[config.mk]
export PLATFORM = sky130hd
export DESIGN_NAME = serial_subtractor
export DESIGN_NICKNAME = d
export VERILOG_FILES = /design/src/rtl/serial_arith_pkg.sv /design/src/rtl/full_subtractor.sv /design/src/rtl/serial_subtractor.sv
export SDC_FILE = /design/constraint.sdc
export NUM_CORES = 1
export LEC_CHECK = 0
export BUFFER_PORTS_ARGS = -buffer_cell sky130_fd_sc_hd__buf_2
export CAP_MARGIN = 40
export CORE_ASPECT_RATIO = 1.25
export CORE_UTILIZATION = 45
export CTS_CLUSTER_DIAMETER = 50
export CTS_CLUSTER_SIZE = 14
export DETAILED_ROUTE_END_ITERATION = 12
export PLACE_DENSITY = 0.67
export REMOVE_ABC_BUFFERS = 1
export SLEW_MARGIN = 20
export SYNTH_ARGS = -nofsm -noshare
export SYNTH_HDL_FRONTEND = slang
export SYNTH_SLANG_ARGS = --single-unit
[constraint.sdc]
create_clock -name clk -period 1.3 [get_ports clk]
set_input_delay 0.065 -clock clk [delete_from_list [all_inputs] [get_ports clk]]
set_output_delay 0.065 -clock clk [all_outputs]
set_load 0.05 [all_outputs]
[src/rtl/serial_arith_pkg.sv]
// rtl/serial_arith_pkg.sv - shared types and helpers for the bit-serial arithmetic blocks
package serial_arith_pkg;

    // Sequencer states shared by the serial arithmetic units
    typedef enum logic [1:0] {
        IDLE  = 2'd0,
        SHIFT = 2'd1,
        DONE  = 2'd2
    } serial_state_e;

    // Bit-counter width that can represent every value 0..width
    function automatic int cnt_width(input int width);
        return $clog2(width + 1);
    endfunction

endpackage

[src/rtl/full_subtractor.sv]
// rtl/full_subtractor.sv - gate-level one-bit full subtractor cell
module full_subtractor (
    output logic d,
    output logic b_out,
    input  logic x,
    input  logic y,
    input  logic b_in
);

    logic x_n;
    logic xy_x;
    logic t_xn_y;
    logic t_xn_b;
    logic t_y_b;
    logic t_or0;

    // Difference bit is the three-way parity of the inputs
    xor g_x0 (xy_x, x, y);
    xor g_x1 (d, xy_x, b_in);

    // Borrow out whenever the subtrahend plus borrow exceeds the minuend bit
    not g_n0 (x_n, x);
    and g_a0 (t_xn_y, x_n, y);
    and g_a1 (t_xn_b, x_n, b_in);
    and g_a2 (t_y_b, y, b_in);
    or  g_o0 (t_or0, t_xn_y, t_xn_b);
    or  g_o1 (b_out, t_or0, t_y_b);

endmodule

[src/rtl/serial_subtractor.sv]
// rtl/serial_subtractor.sv - LSB-first bit-serial unsigned subtractor with start/busy/done handshake
module serial_subtractor
    import serial_arith_pkg::*;
#(
    parameter int WIDTH = 8
) (
    input  logic             clk,
    input  logic             rst,
    input  logic             start,
    input  logic [WIDTH-1:0] a,
    input  logic [WIDTH-1:0] b,
    input  logic             borrow_in,
    output logic             busy,
    output logic             done,
    output logic [WIDTH-1:0] diff,
    output logic             borrow_out
);

    localparam int CW = cnt_width(WIDTH);
    localparam logic [CW-1:0] LAST_BIT = CW'(WIDTH - 1);

    serial_state_e    state;
    logic [WIDTH-1:0] a_sr;
    logic [WIDTH-1:0] b_sr;
    logic [WIDTH-1:0] diff_sr;
    logic [WIDTH-1:0] diff_next;
    logic [CW-1:0]    cnt;
    logic             bq;
    logic             cell_d;
    logic             cell_bo;
    logic             last_bit;

    // The single datapath cell, fed from the shift-register LSBs and the borrow flop
    full_subtractor u_cell (
        .d     (cell_d),
        .b_out (cell_bo),
        .x     (a_sr[0]),
        .y     (b_sr[0]),
        .b_in  (bq)
    );

    // Accumulator after this cycle's bit enters at the MSB; written this way so WIDTH=1 needs no special slice
    always_comb begin
        diff_next            = diff_sr >> 1;
        diff_next[WIDTH-1]   = cell_d;
        last_bit             = (cnt == LAST_BIT);
    end

    // Sequencer, shift datapath and registered outputs; reset wins over start
    always_ff @(posedge clk) begin
        if (rst) begin
            state      <= IDLE;
            a_sr       <= '0;
            b_sr       <= '0;
            diff_sr    <= '0;
            cnt        <= '0;
            bq         <= 1'b0;
            busy       <= 1'b0;
            done       <= 1'b0;
            diff       <= '0;
            borrow_out <= 1'b0;
        end else begin
            case (state)
                IDLE, DONE: begin
                    done <= 1'b0;
                    if (start) begin
                        a_sr    <= a;
                        b_sr    <= b;
                        bq      <= borrow_in;
                        cnt     <= '0;
                        diff_sr <= '0;
                        busy    <= 1'b1;
                        state   <= SHIFT;
                    end else begin
                        state   <= IDLE;
                    end
                end
                SHIFT: begin
                    a_sr    <= a_sr >> 1;
                    b_sr    <= b_sr >> 1;
                    diff_sr <= diff_next;
                    bq      <= cell_bo;
                    cnt     <= cnt + CW'(1);
                    if (last_bit) begin
                        diff       <= diff_next;
                        borrow_out <= cell_bo;
                        done       <= 1'b1;
                        busy       <= 1'b0;
                        state      <= DONE;
                    end
                end
                default: begin
                    busy  <= 1'b0;
                    done  <= 1'b0;
                    state <= IDLE;
                end
            endcase
        end
    end

endmodule

==> impl_metrics.py <==
metrics = {
    "status": {
        "outcome": "finished clean",
    },
    "cts": {
        "cts_buffers": 5,
        "cts-hold-fix-buffers": 0,
        "cts.clk_slew.worst_paths_ps": 80,
        "clk_latency_ps": 290,
        "cts_root_buf": "clkbuf_8",
        "cts_tree": "done",
        "cts_buffer_depth": 2,
        "htree_levels": 2,
        "cts.sinks": 41,
    },
    "setup_path": {
        "crit_type": "reg2reg",
        "required_ps": 1500,
        "worst_setup_path_end_kind": "flip-flop",
        "cp_max_fo": 7,
        "cp.arrival_ps": 1430,
        "start_kind": "flip-flop",
    },
    "timing": {
        "relSlewSlack": 0.819,
        "fmax_mhz": 814,
        "timing.final.crit_share": 0.945,
        "hold_ws_ps": 15.4,
        "hold_viol": 0,
        "skew_ps": 4.98,
        "grt_setup_unrepaired": "true",
        "drv_slew": 0,
        "setup_viol": 0,
        "tightest_slew_ps": 271,
        "post-route-min-period_ps": 1230,
    },
    "global_route": {
        "grt-ovfl-total": 0,
        "grt_pass1_wl_um": 6150,
        "grt_pass1_vias": 1404,
        "grt_max_degree": 27,
        "antenna_found_initial": 0,
        "grt_usage": 0.195,
    },
    "power_and_ir_drop": {
        "leakage_nw": 0.797,
        "power_density_nw_per_um2": 1280,
        "irDropWorstVdd_mv": 1.00,
    },
    "synthesis": {
        "synth_cell_types": 27,
        "syn_inst": 188,
        "syn_area_per_cell_um2": 8.85,
        "yosysSeqAreaShare": 0.493,
        "netlist_area_um2": 1660,
        "synth_top_area_frac": 0.493,
        "synth_top_cell_by_area": "dfxtp_1",
        "synth_edf_count": 0,
        "ys_seq_elements": 41,
        "ys.warnings.count": 0,
        "ys.flop_type": "dfxtp_1",
        "synth_area_leaders": "dfxtp_1, a21oi_1, nand3_1",
        "ys_async_sr_fraction": 0,
    },
    "placement": {
        "place_congestion": 0.748,
        "hpwlAfterDp_um": 2420,
        "place.port_buffers": 30,
    },
    "route": {
        "wl_um": 3470,
        "route.detailed.drc": 0,
        "vias_per_cell": 5.60,
        "drt-initial-drc-count": 56,
        "dr.pass1.iters": 4,
        "wl_per_cell_um": 13.2,
        "vias": 1472,
        "final_antenna_net_count": 0,
    },
    "final_layout": {
        "drive_above_1_share": 0.286,
        "nets": 246,
        "n_antenna_cell": 0,
        "area_delta_synth_final_pct": 22.9,
        "utilization": 0.582,
    },
    "floorplanning": {
        "fp-row-count": 24,
        "io_pins": 31,
        "design.core.area_um2": 3510,
        "fp.dieH_um": 70.0,
        "start_util": 0.474,
        "die_x_um": 56.4,
        "die-area_um2": 3950,
    },
    "min_path": {
        "hp-class": "in2reg",
    },
    "run": {
        "maxCapViolations": 0,
    },
}
-- synth_stat cells, drive strengths merged (2+ instances only) --
cell	count
dfxtp	41
a22oi	15
nand2	9
nand3	34
nand2b	4
clkbuf	5
a21oi	37
nor2	4
buf	14
o21ai	8
mux2	2
nor3	3
-- cells in the final DEF, fill, tap and decap left out, types with 3 or more instances in the layout --
cell	instances
dfxtp_1	40
nor3_1	3
buf_2	30
buf_12	3
nand3_1	34
nand2b_1	4
clkbuf_8	5
nand2_1	9
a21oi_1	36
buf_4	15
a22oi_1	15
nor2_1	4
o21ai_0	8
-- metal layers --
metal	GRT usage	vias to the layer above	routed length, µm	part of all wire
met5	0	-	0	0
met4	0.0569	0	21	0.0061
met3	0.0500	4	141	0.041
met2	0.352	38	1790	0.52
met1	0.224	685	1520	0.44
li1	-	745	-	-
-- stage by stage --
step                setup slack [ps]  power (W)  std cells  instance area (µm²)  TNS [ps]
floorplan                       -331    0.00151        169                 1550     -4410
global placement                74.3    0.00166        255                 1920         0
detailed placement              32.0    0.00167        255                 1920         0
CTS                             10.1    0.00264        262                 2020         0
global route                   -7.36    0.00273        263                 2040     -12.4
finish                          72.0    0.00261        263                 2040         0
-- flip-flops by register name, indices dropped and copies added (netlist names) --
register	flops
bq	1
state	2
borrow_out	1
diff	8
done	1
diff_sr	7
b_sr	8
cnt	4
a_sr	8
busy	1
-- area by class of cell --
class / instances / area (µm²)
clock buffers: 5 / 68.8
clock inverters: 2 / 35.0
fillers: 334 / 1470
inverters: 1 / 3.75
multi-input cells: 127 / 743
flip-flops and latches: 41 / 822
well taps: 39 / 48.8
repair buffers: 48 / 323
-- timing repair --
item	4_1_cts	5_1_grt
setup buffers	0	1
gates resized for setup	0	6
endpoints found under the setup margin	0	10
-- power breakdown --
part	total, W	internal (W)	switching, W
sequential	0.00133	0.00130	0.0000274
combinational	0.000314	0.000135	0.000179
clock	0.000962	0.000558	0.000404
-- critical path: stages (launching register included) --
cell and delay [ps]:
dfxtp_2 320, ha_2 180, and3b_2 240, buf_4 150
a311oi_2 240
-- path summary, 6_finish.rpt --
| path | startpoint | to | slack (ps) | cells after the start |
|---|---|---|---|---|
| worst max-delay path | cnt[0] | diff[7] | 70 | 4 |
| worst max register to register | cnt[0] | diff[7] | 70 | 4 |
| worst min register to register | a_sr[0] | a_sr[0] | 470 | 2 |
| worst min-delay path | a[7] | a_sr[7] | 20 | 3 |
-- logic make-up (layout without fill, tap and decap cells) --
group | count (synthesis) | after routing | share of synthesized area
flops | 41 | 41 | 0.493
fa+ha+maj | 2 | 2 | 0.0195
buf+inv | 20 | 56 | 0.0692
mux | 2 | 2 | 0.0158
compound gates | 63 | 63 | 0.220
simple gates | 60 | 60 | 0.182
No activity file was read; power rests on OpenSTA's default activity.
